### config.mk
export PLATFORM = sky130hd
export DESIGN_NAME = inst_fetch
export DESIGN_NICKNAME = d
export VERILOG_FILES = /design/src/rtl/cpu_pkg.sv /design/src/rtl/inst_fifo.sv /design/src/rtl/inst_fetch.sv
export SDC_FILE = /design/constraint.sdc
export NUM_CORES = 1
export LEC_CHECK = 0
export CORE_ASPECT_RATIO = 1.5
export CORE_MARGIN = 2
export CORE_UTILIZATION = 44
export CTS_CLUSTER_SIZE = 12
export DETAILED_ROUTE_END_ITERATION = 7
export GPL_TIMING_DRIVEN = 0
export PLACE_DENSITY_LB_ADDON = 0.3
export SLEW_MARGIN = 15
export SYNTH_ARGS = -nofsm -noshare
export SYNTH_HDL_FRONTEND = slang
export SYNTH_SLANG_ARGS = --single-unit
### constraint.sdc
create_clock -name clk -period 2.77 [get_ports clk]
set_clock_uncertainty 0.05 [all_clocks]
set_input_delay 0.4155 -clock clk [delete_from_list [all_inputs] [get_ports clk]]
set_output_delay 0.4155 -clock clk [all_outputs]
set_load 0.005 [all_outputs]
### src/rtl/cpu_pkg.sv
// Shared CPU front-end types: opcode nibbles, the fetched-instruction record
// and a small decode helper used by the fetch unit.
package cpu_pkg;

  typedef enum logic [3:0] {
    OP_NOP  = 4'h0,
    OP_LDI  = 4'h1,
    OP_LD   = 4'h2,
    OP_ST   = 4'h3,
    OP_ALU  = 4'h8,
    OP_HALT = 4'hF
  } opcode_e;

  typedef struct packed {
    logic [7:0] opcode1;
    logic [7:0] opcode2;
    logic [7:0] pc;
  } inst_t;

  // An instruction stops the fetch stream when its first byte carries HALT.
  function automatic logic is_halt(input logic [7:0] op1);
    return op1[7:4] == OP_HALT;
  endfunction

endpackage

### src/rtl/inst_fifo.sv
// Prefetch buffer between ROM fetch and decode. Count-based full/empty so
// every slot is usable; flush drops all entries in one cycle. The head is read
// straight out of the storage registers.
module inst_fifo
  import cpu_pkg::*;
#(
  parameter int DEPTH = 2
) (
  input  logic  clk,
  input  logic  reset,
  input  logic  push,
  input  logic  pop,
  input  logic  flush,
  input  inst_t din,
  output inst_t head,
  output logic  full,
  output logic  empty
);

  localparam int PTR_W = (DEPTH > 1) ? $clog2(DEPTH) : 1;
  localparam int CNT_W = PTR_W + 1;

  inst_t            mem [DEPTH];
  logic [PTR_W-1:0] wr_ptr_p0;
  logic [PTR_W-1:0] rd_ptr_p0;
  logic [CNT_W-1:0] count_p0;
  logic             pop_en;
  logic             wr_en;

  assign full   = (count_p0 == CNT_W'(DEPTH));
  assign empty  = (count_p0 == '0);
  assign pop_en = pop & ~empty & ~flush;
  // A full buffer still accepts a write when the head leaves in the same cycle.
  assign wr_en  = push & ~flush & (~full | pop_en);
  assign head   = mem[rd_ptr_p0];

  // Pointer and occupancy control; flush empties the buffer outright.
  always_ff @(posedge clk or negedge reset) begin
    if (!reset) begin
      wr_ptr_p0 <= '0;
      rd_ptr_p0 <= '0;
      count_p0  <= '0;
    end else if (flush) begin
      wr_ptr_p0 <= '0;
      rd_ptr_p0 <= '0;
      count_p0  <= '0;
    end else begin
      if (wr_en)  wr_ptr_p0 <= wr_ptr_p0 + 1'b1;
      if (pop_en) rd_ptr_p0 <= rd_ptr_p0 + 1'b1;
      case ({wr_en, pop_en})
        2'b10:   count_p0 <= count_p0 + 1'b1;
        2'b01:   count_p0 <= count_p0 - 1'b1;
        default: count_p0 <= count_p0;
      endcase
    end
  end

  // Entry storage; contents are only meaningful while counted as occupied.
  always_ff @(posedge clk) begin
    if (wr_en) mem[wr_ptr_p0] <= din;
  end

endmodule

### src/rtl/inst_fetch.sv
// Instruction-fetch front end: walks the PC through program ROM two bytes at
// a time, buffers instructions in a prefetch FIFO and presents the head to
// decode over valid/ready. Redirect flushes and restarts; HALT stops fetching.
module inst_fetch
  import cpu_pkg::*;
#(
  parameter int                ADDR_W     = 8,
  parameter int                DATA_W     = 8,
  parameter int                FIFO_DEPTH = 2,
  parameter logic [ADDR_W-1:0] RESET_PC   = '0
) (
  input  logic              clk,
  input  logic              reset,
  output logic [ADDR_W-1:0] rom_address,
  input  logic [DATA_W-1:0] rom_data1,
  input  logic [DATA_W-1:0] rom_data2,
  output logic [DATA_W-1:0] opcode1,
  output logic [DATA_W-1:0] opcode2,
  output logic [ADDR_W-1:0] inst_pc,
  output logic              inst_valid,
  input  logic              inst_ready,
  input  logic              redirect_valid,
  input  logic [ADDR_W-1:0] redirect_addr,
  output logic              halted
);

  logic [ADDR_W-1:0] pc_p0;
  logic              halted_p0;
  logic              push;
  logic              pop;
  logic              full;
  logic              empty;
  inst_t             entry;
  inst_t             head;

  assign rom_address = pc_p0;
  assign halted      = halted_p0;
  assign inst_valid  = ~empty;
  assign pop         = inst_valid & inst_ready;
  assign push        = ~halted_p0 & ~redirect_valid & (~full | pop);

  // Capture the instruction currently addressed by the PC.
  always_comb begin
    entry         = '0;
    entry.opcode1 = rom_data1;
    entry.opcode2 = rom_data2;
    entry.pc      = pc_p0;
  end

  inst_fifo #(
    .DEPTH (FIFO_DEPTH)
  ) u_fifo (
    .clk   (clk),
    .reset (reset),
    .push  (push),
    .pop   (pop & ~redirect_valid),
    .flush (redirect_valid),
    .din   (entry),
    .head  (head),
    .full  (full),
    .empty (empty)
  );

  // PC and halt state; redirect outranks everything and clears a halt.
  always_ff @(posedge clk or negedge reset) begin
    if (!reset) begin
      pc_p0     <= RESET_PC;
      halted_p0 <= 1'b0;
    end else if (redirect_valid) begin
      pc_p0     <= redirect_addr;
      halted_p0 <= 1'b0;
    end else if (push) begin
      pc_p0 <= pc_p0 + ADDR_W'(2);
      if (is_halt(rom_data1)) halted_p0 <= 1'b1;
    end
  end

  // Decode sees NOP and PC 0 whenever nothing is queued.
  always_comb begin
    opcode1 = '0;
    opcode2 = '0;
    inst_pc = '0;
    if (inst_valid) begin
      opcode1 = head.opcode1;
      opcode2 = head.opcode2;
      inst_pc = head.pc;
    end
  end

endmodule

==> summary.md, run 1 <==
| Metric | Value |
|---|---|
| Die width | between 60 and 70 um |
| Worst-path clk slew | about 70 ps |
| Hpwl dp | between 3 and 4 mm |
| Root Buffer | clkbuf_8 |
| Worst-path maximum fanout | 10 |
| Cell Area, Synth | ~2500 sq um |
| Antenna violations before repair | 0 |
| Post-synthesis async set-or-reset flop share | 0.213 |
| Fin nets | between 200 and 300 |
| Worst EP required | ~2300 ps |
| RSZ-0062 raised after global routing | false |
| Initial core utilization | 0.460 |
| Syn Nets | 211 |
| Setup violators final | 0 |
| # Max-Cap Violations | 0 |
| Synthesis-stage register bit count | 61 |
| # clock sinks | 61 |
| Maximum clock rate | between 300 and 400 MHz |
| Most used DFF post-synth | edfxtp_1 |
| Clk buf depth | 2 |
| Num CTS Buffers | 9 |
| First-pass GRT wire length | 7.98 mm |
| Die Area | roughly 6400 sq um |
| ANT nets after route | 0 |
| Crit path arrival time | about 2100 ps |
| Routability cong. | between 0.7 and 0.8 |
| Routed WL | a little under 5 mm |
| DRC viols | 0 |
| Later-pin clock latency in the skew report | 330 ps |
| Filler cells | ~440 |
| Top cells by area, synth | edfxtp_1 (57%), dfrtp_1 (13%), mux2i_1 (9.4%) |
| GR Layer Usage met2 | 0.292 |
| WL/cell | roughly 15 um |
| Status | complete, no violations |
| Crit path largest cell delay | about 450 ps |
| Fin. Hold Viols | 0 |
| Most frequent cells after synthesis | edfxtp_1 (48), nor2_1 (33), mux2i_1 (24), dfrtp_1 (13), a31oi_1 (6) |
| Min Tclk post-route | 2580 ps |
| Leakage power total | roughly 1.2 nW |
| Share of cells above drive strength 1 | 0.130 |
| Row Count | 33 |
| CP endpoint kind | output pin |
| CP max stage cell | clkdlybuf4s50_1 |
| Layout area overhead | 37.4% |
| Routing usage on met3 | 0.0510 |
| Io pins | between 60 and 70 |
| TritonCTS clock tree | built |
| CP Launch Type | flop |
| Grt ovf | 0 |
| Ys Warns | 0 |
| Netlist cell types | 34 |
| IO Port Bufs | 61 |
| Place WS | 234 ps |
| DRT Pass-1 Iters | 4 |
| Vias | approximately 1700 |
| Worst Hold Class | in2async |
| Total core area | 5530 sq um |
| Most common cell in the netlist | edfxtp_1 |
| PnR worst setup slack | 190 ps |
| Mapped Cells | 182 |
| Cell Pwr Density | ~660 nW/um^2 |
| Area of the multi-input gates | ~730 sq um |
| Final period util | 0.932 |
| Sequential area share after synthesis | 0.694 |
| DR iter-0 viols | 52 |
| Post-synth top area share | 0.566 |
| Slew @ Worst Pin | between 600 and 700 ps |
| Syn_area_per_cell | around 14 sq um |
| Slew headroom | 0.577 |
| Met1 Track Usage GR | 0.185 |
| Yosys top cell by area | edfxtp_1 |
| R2r setup slk | 760 ps |
| Final slew viol count | 0 |
| Final core occ | 0.633 |
| Peak VDD IR | ~0.47 mV |
| CP Class | reg2out |
| Register area | around 1800 sq um |
| EDFF count, synth | between 40 and 50 |
| Number of global-route vias before repair | about 1700 |
| Antenna Cells | 0 |
| GRT Max-Usage Layer | met2 |
| Cell mode on critical path | nor2_1 |
| # H-tree levels | 3 |
| Vias per cell | 5.19 |
| CP Cell Sequence | buf_4 -> nor2_1 -> clkbuf_2 -> nor2_1 -> clkdlybuf4s50_1 |
| Largest net degree at the start of global routing | 18 |
| Die Ht | between 90 and 100 um |
| Total track usage | 0.165 |
## worst max-delay path, delay by kind of cell, from the launching register on
family                 cells  cell delay [ps]
buffers and inverters      3              930
and+or+nand+nor            2              490
DFF                        1              360
## cells in the final DEF (no fill, tap or decap), types with 2 or more instances in the layout
cell type / netlist / routed
a21oi_1: 3 / 3
clkbuf_1: 5 / 3
mux2i_1: 24 / 24
dfrtp_1: 13 / 13
clkinvlp_4: 0 / 3
o31ai_1: 4 / 4
buf_2: 3 / 3
nor3b_4: 1 / 2
buf_8: 0 / 2
a31oi_1: 6 / 6
or4_1: 4 / 4
o21ai_0: 5 / 5
nand3_1: 4 / 4
clkbuf_2: 0 / 2
clkdlybuf4s50_1: 0 / 61
nor2b_1: 2 / 2
nand2_1: 2 / 2
nor2_1: 33 / 33
edfxtp_1: 48 / 48
o311ai_0: 2 / 2
clkbuf_8: 0 / 9
inv_1: 5 / 5
## path summary, 6_finish.rpt
path	depth (start not counted)	start	end
setup / recovery	5	u_fifo.count_p0[0]$_DFFE_PN0P_	inst_pc[5]
hold / removal	1	reset	rom_address[2]$_DFFE_PN0P_
setup reg to reg	4	u_fifo.count_p0[1]$_DFFE_PN0P_	u_fifo.mem[1][6]$_DFFE_PP_
hold reg to reg	0	rom_address[0]$_DFFE_PN0P_	u_fifo.mem[1][0]$_DFFE_PP_
max in group asynchronous	1	reset	u_fifo.count_p0[0]$_DFFE_PN0P_
min in group clk	0	rom_address[0]$_DFFE_PN0P_	u_fifo.mem[1][0]$_DFFE_PP_
## cell families (layout without fill, tap and decap cells)
group                      Yosys count  in the layout  synth area share
buffers and inverters               15             94            0.0280
AOI/OAI and AO/OA                   22             22            0.0565
muxes                               25             25            0.0987
and+or+nand+nor                     57             57             0.115
xor gates and xnor gates             1              1           0.00344
DFF                                 61             61             0.694
adders and majority gates            1              1           0.00491
## repair_timing
item / CTS / global route
setup buffers: 0 / 0
hold buffers: 0 / 0
gates resized for setup: 2 / 0
setup endpoints to repair: 1 / 0
## sequential cells by signal (all words and copies together), names as in the netlist
signal and cells:
halted 1, rom_address 8, u_fifo.count_p0 2, u_fifo.mem 48
u_fifo.rd_ptr_p0 1, u_fifo.wr_ptr_p0 1
## final cells by class
cell class / count / area share
Multi-Input combinational cell: 106 / 0.209
Timing Repair Buffer: 63 / 0.183
Sequential cell: 61 / 0.505
Clock buffer: 9 / 0.0354
Tap cell: 70 / 0.0250
Inverter: 5 / 0.00536
Clock inverter: 7 / 0.0215
Buffer: 10 / 0.0157
## layer usage
| layer | vias up | wire length, um |
|---|---|---|
| li1 | 825 | - |
| met3 | 7 | 261 |
| met4 | 0 | 64 |
| met1 | 831 | 1850 |
| met2 | 56 | 2720 |
| met5 | - | 0 |
## per-stage QoR
step | instance area, sq um | power (mW) | instances | hold slack [ps] | TNS [ps]
2_1_floorplan | 2560 | 1.31 | 182 | 69.9 | 0
4_1_cts | 3500 | 2.32 | 331 | 441 | 0
6_report | 3500 | 2.30 | 331 | 421 | 0
3_5_place_dp | 3300 | 1.55 | 315 | 443 | 0
3_3_place_gp | 3260 | 1.53 | 313 | 430 | -25870
5_1_grt | 3500 | 2.40 | 331 | 477 | 0
## where the power goes
part	switching (mW)	total [mW]	internal, mW
combinational	0.179	0.411	0.231
clock	0.354	0.772	0.417
sequential	0.0425	1.12	1.07
total	0.576	2.30	1.72
No activity file was read; power rests on OpenSTA's default activity.
==> inputs of run 2 (changes only) <==
--- a/config.mk
+++ b/config.mk
@@ -8,10 +8,10 @@
 export CORE_ASPECT_RATIO = 1.5
 export CORE_MARGIN = 2
 export CORE_UTILIZATION = 44
-export CTS_CLUSTER_SIZE = 12
+export CTS_CLUSTER_SIZE = 16
 export DETAILED_ROUTE_END_ITERATION = 7
 export GPL_TIMING_DRIVEN = 0
-export PLACE_DENSITY_LB_ADDON = 0.3
+export PLACE_DENSITY = 0.77
 export SLEW_MARGIN = 15
 export SYNTH_ARGS = -nofsm -noshare
 export SYNTH_HDL_FRONTEND = slang
==> summary.md, run 2 (synthesis results as in run 1) <==
| Metric | Value |
|---|---|
| Status | complete, no violations |
| Worst-path maximum fanout | 10 |
| Num CTS Buffers | 9 |
| Final core occ | 0.638 |
| # H-tree levels | 3 |
| Min Tclk post-route | approximately 2600 ps |
| Reg2reg start | u_fifo.count_p0[1]$_DFFE_PN0P_ |
| Peak VDD IR | 0.285 mV |
| Vias per cell | 5.13 |
| RSZ-0062 raised after global routing | false |
| Number of global-route vias before repair | approximately 1600 |
| Fin. Hold Viols | 0 |
| Root Buffer | clkbuf_8 |
| Most common cell after layout, fill and taps aside | clkdlybuf4s50_1 |
| Slew @ Worst Pin | roughly 640 ps |
| Io pins | 62 |
| Worst path bufs/invs | 3 |
| Worst-path clk slew | 70 ps |
| Worst EP required | around 2300 ps |
| Worst Hold Class | in2async |
| Antenna Cells | 0 |
| CP Launch Point | u_fifo.count_p0[0]$_DFFE_PN0P_ |
| Leakage power total | around 1.3 nW |
| DRC viols | 0 |
| Routability cong. | around 0.84 |
| Metal-1 WL | 1.82 mm |
| Largest register FFs | 48 |
| ANT nets after route | 0 |
| PnR worst setup slack | 168 ps |
| Layout area overhead | 38.5% |
| Cell family with most CP delay | buffers and inverters |
| Crit. path cell count | 5 |
| Filler cells | ~420 |
| # Max-Cap Violations | 0 |
| Crit path largest cell delay | 470 ps |
| Row Count | 33 |
| Vias | 1697 |
| DR iter-0 viols | 84 |
| Total track usage | 0.162 |
| TritonCTS clock tree | built |
| DRT Pass-1 Iters | 4 |
| Met3 wire len | ~300 um |
| Crit path to | inst_pc[2] |
| Setup violators final | 0 |
| Initial core utilization | 0.460 |
| Total core area | roughly 5500 sq um |
| Tot Pwr | between 2 and 2.5 mW |
| Die Ht | ~97 um |
| Final slew viol count | 0 |
| Grt ovf | 0 |
| Cell Pwr Density | 672 nW/um^2 |
| Maximum clock rate | between 300 and 400 MHz |
| First-pass GRT wire length | between 7 and 8 mm |
| CP max stage cell | clkdlybuf4s50_1 |
| WHS | ~390 ps |
| WL met2 | approximately 2.5 mm |
| Later-pin clock latency in the skew report | between 300 and 400 ps |
| Slew headroom | 0.571 |
| Antenna violations before repair | 0 |
| Highest Signal Layer | met4 |
| Largest net degree at the start of global routing | 17 |
| # clock sinks | just over 60 |
| CP Launch Type | flop |
| Hpwl dp | about 3.5 mm |
| Routed WL | roughly 4.8 mm |
| Die Area | approximately 6400 sq um |
| Commonest non-fill, non-tap cells in the layout | clkdlybuf4s50_1 (61), edfxtp_1 (48), nor2_1 (32) |
| Most flop-heavy register | u_fifo.mem |
| Share of cells above drive strength 1 | 0.119 |
| Place WS | between 150 and 200 ps |
| Depth of the worst register-to-register path | 4 |
| R2r setup slk | between 700 and 800 ps |
| Die width | between 60 and 70 um |
| Setup TNS | 0 ps |
| CP Cell Sequence | buf_4 -> nor2_2 -> clkbuf_1 -> nor2_1 -> clkdlybuf4s50_1 |
| Fin nets | ~290 |
| CP Class | reg2out |
| CP endpoint kind | output pin |
| Reg-to-Reg End | u_fifo.mem[1][8]$_DFFE_PP_ |
| WL/cell | 14.5 um |
| Clk buf depth | 2 |
| IO Port Bufs | ~60 |
| Crit path arrival time | 2140 ps |
| Final period util | 0.940 |
run 2: area by class of cell:
type                    count  area (sq um)  share of cell area
plain buffers              10          52.6              0.0149
inverters                   5          18.8             0.00532
clock inverters             5          73.8              0.0209
multi-input cells         106           734               0.208
repair buffers             63           653               0.185
well taps                  70          87.6              0.0248
clock buffers              11           141              0.0401
flip-flops and latches     61          1770               0.501
run 2: worst min path at each step:
| stage | to | slack, ps | depth (start not counted) |
|---|---|---|---|
| 2_1_floorplan | halted$_DFFE_PN0P_ | 70 | 0 |
| 3_3_place_gp | u_fifo.mem[1][0]$_DFFE_PP_ | 420 | 0 |
| 3_5_place_dp | u_fifo.mem[1][0]$_DFFE_PP_ | 440 | 0 |
| 4_1_cts | rom_address[6]$_DFFE_PN0P_ | 410 | 1 |
| 5_1_grt | rom_address[6]$_DFFE_PN0P_ | 440 | 1 |
| 6_report | rom_address[6]$_DFFE_PN0P_ | 390 | 1 |
run 2: through the flow:
| step | cells | area (sq um) |
|---|---|---|
| 2_1_floorplan | 182 | 2560 |
| 3_3_place_gp | 313 | 3260 |
| 3_5_place_dp | 315 | 3310 |
| 4_1_cts | 331 | 3530 |
| 5_1_grt | 331 | 3530 |
| 6_report | 331 | 3530 |
run 2: report_power, final:
group	switching, mW	internal, mW
logic	0.178	0.234
registers	0.0414	1.07
clock network	0.319	0.525
total	0.538	1.83
run 2: repair_timing:
| action | 4_1_cts | 5_1_grt |
|---|---|---|
| buffers inserted | 0 | 0 |
| endpoints found under the setup margin | 20 | 0 |
| gates resized for setup | 1 | 0 |
| hold buffers | 0 | 0 |
run 2: per-layer routing:
layer  global-route usage  vias to the layer above
met4               0.0895                        0
met2                0.267                       54
li1                     -                      833
met1                0.173                      800
met3               0.0637                       10
met5                    0                        -
==> inputs of run 3 (changes only) <==
--- a/config.mk
+++ b/config.mk
@@ -7,11 +7,10 @@
 export LEC_CHECK = 0
 export CORE_ASPECT_RATIO = 1.5
 export CORE_MARGIN = 2
-export CORE_UTILIZATION = 44
-export CTS_CLUSTER_SIZE = 16
+export CORE_UTILIZATION = 53
 export DETAILED_ROUTE_END_ITERATION = 7
 export GPL_TIMING_DRIVEN = 0
-export PLACE_DENSITY = 0.77
+export PLACE_DENSITY = 0.87
 export SLEW_MARGIN = 15
 export SYNTH_ARGS = -nofsm -noshare
 export SYNTH_HDL_FRONTEND = slang
==> constraint.sdc (replaced) <==
create_clock -name clk -period 3.3 [get_ports clk]
set_clock_uncertainty 0.05 [all_clocks]
set_input_delay 0.495 -clock clk [delete_from_list [all_inputs] [get_ports clk]]
set_output_delay 0.495 -clock clk [all_outputs]
set_load 0.005 [all_outputs]
==> summary.md, run 3 (synthesis results as in run 1) <==
| Metric | Value |
|---|---|
| Crit path arrival time | 2320 ps |
| Initial core utilization | 0.556 |
| Leakage power total | ~1.2 nW |
| ANT nets after route | 0 |
| Die Area | 5390 sq um |
| RSZ-0062 raised after global routing | false |
| Later-pin clock latency in the skew report | roughly 320 ps |
| Total core area | around 4600 sq um |
| Vias | about 1700 |
| Die Ht | slightly below 90 um |
| Io pins | 62 |
| WL/cell | between 15 and 20 um |
| Largest register FFs | 48 |
| # clock sinks | a little over 60 |
| Slew @ Worst Pin | around 660 ps |
| Post-Layout Cell Count | approximately 330 |
| Final slew viol count | 0 |
| DRC viols | 0 |
| CTS Hold Bufs | 0 |
| Layout area overhead | 35.4% |
| Status | complete, no violations |
| Min Tclk post-route | 2870 ps |
| Post-CTS sizing | 0 |
| Total track usage | 0.209 |
| Antenna Cells | 0 |
| Hpwl dp | 3.85 mm |
| Worst EP required | approximately 2800 ps |
| Cell mode on critical path | nor2_1 |
| Dpl cells | about 310 |
| Largest net degree at the start of global routing | 14 |
| Row Count | 30 |
| Area of the multi-input gates | between 700 and 800 sq um |
| Final period util | 0.869 |
| Filler cells | just over 300 |
| Finished Cell Area | approximately 3400 sq um |
| Commonest non-fill, non-tap cells in the layout | clkdlybuf4s50_1 (61), edfxtp_1 (48), nor2_1 (33) |
| Root Buffer | clkbuf_8 |
| CP Class | reg2out |
| Slew headroom | 0.561 |
| IO Port Bufs | 61 |
| Routed WL | 5.23 mm |
| # H-tree levels | 3 |
| Vias per cell | between 5 and 6 |
| Number of global-route vias before repair | about 1700 |
| Highest Signal Layer | met4 |
| Register area | 1770 sq um |
| Most flop-heavy register | u_fifo.mem |
| Area post-placement | around 3300 sq um |
| Share of cells above drive strength 1 | 0.122 |
| First-pass GRT wire length | ~7.9 mm |
| Setup violators final | 0 |
| # Max-Cap Violations | 0 |
| TritonCTS clock tree | built |
| Crit path largest cell delay | between 400 and 500 ps |
| Worst-path clk slew | 60 ps |
| Worst Hold Class | reg2reg |
| Fin. Hold Viols | 0 |
| CP Cell Sequence | buf_4 -> nor2_1 -> clkbuf_1 -> nor2_1 -> clkdlybuf4s50_1 |
| CP Launch Type | flop |
| WL met2 | roughly 2.9 mm |
| Peak VDD IR | ~0.28 mV |
| Die width | around 60 um |
| DR iter-0 viols | between 60 and 70 |
| Metal-1 WL | around 1.9 mm |
| Setup TNS | 0 ps |
| Worst-path maximum fanout | 10 |
| Final core occ | 0.753 |
| DRT Pass-1 Iters | 4 |
| Routability cong. | between 0.7 and 0.8 |
| Maximum clock rate | about 350 MHz |
| Met3 wire len | 325 um |
| CP endpoint kind | output pin |
| Cell Pwr Density | ~520 nW/um^2 |
| Clk buf depth | 2 |
| Post-CTS setup buffer count | 0 |
| Most common cell after layout, fill and taps aside | clkdlybuf4s50_1 |
| Fin nets | ~290 |
| Grt ovf | 0 |
| Num CTS Buffers | 9 |
| CP max stage cell | clkdlybuf4s50_1 |
| Antenna violations before repair | 0 |
==> run 3: path summary, 6_finish.rpt <==
kind,from,endpoint,slack (ps),depth (start not counted)
setup reg to reg,u_fifo.count_p0[1]$_DFFE_PN0P_,u_fifo.mem[1][12]$_DFFE_PP_,1110,5
hold / removal,rom_address[0]$_DFFE_PN0P_,u_fifo.mem[0][0]$_DFFE_PP_,450,0
max in group asynchronous,reset,u_fifo.count_p0[0]$_DFFE_PN0P_,2300,1
setup / recovery,u_fifo.count_p0[0]$_DFFE_PN0P_,opcode1[5],430,5
min in group asynchronous,reset,rom_address[4]$_DFFE_PN0P_,500,1
hold reg to reg,rom_address[0]$_DFFE_PN0P_,u_fifo.mem[0][0]$_DFFE_PP_,450,0
==> run 3: final cells by class <==
cell class                 instances  area share
multi-input combinational        106       0.209
clock inverter                     6     0.00907
buffer                            10      0.0152
tap                               64      0.0232
inverter                           5     0.00544
clock buffer                       9      0.0359
sequential                        61       0.512
timing repair buffer              65       0.190
==> run 3: critical path, delay by kind of cell, from the launching register on <==
| family | cells | cell delay [ps] |
|---|---|---|
| DFF | 1 | 360 |
| and+or+nand+nor | 2 | 570 |
| buffers and inverters | 3 | 1060 |
==> run 3: where the power goes <==
part | total [mW] | switching, mW | internal [mW]
Sequential | 0.938 | 0.0358 | 0.902
Clock | 0.519 | 0.259 | 0.259
Combinational | 0.348 | 0.154 | 0.194
Total | 1.80 | 0.449 | 1.36
==> run 3: routing by layer <==
layer / global-route usage / vias up
met2: 0.381 / 64
met1: 0.211 / 843
met4: 0.103 / 0
li1: - / 831
met3: 0.0564 / 11
met5: 0 / -
==> run 3: through the flow <==
stage	setup WS (ps)	hold WS (ps)	power (mW)
after CTS	394	458	1.82
final	432	453	1.80
after global placement	-1220	436	1.28
after detailed placement	479	444	1.30
after floorplan	244	149	1.10
after global routing	333	493	1.88
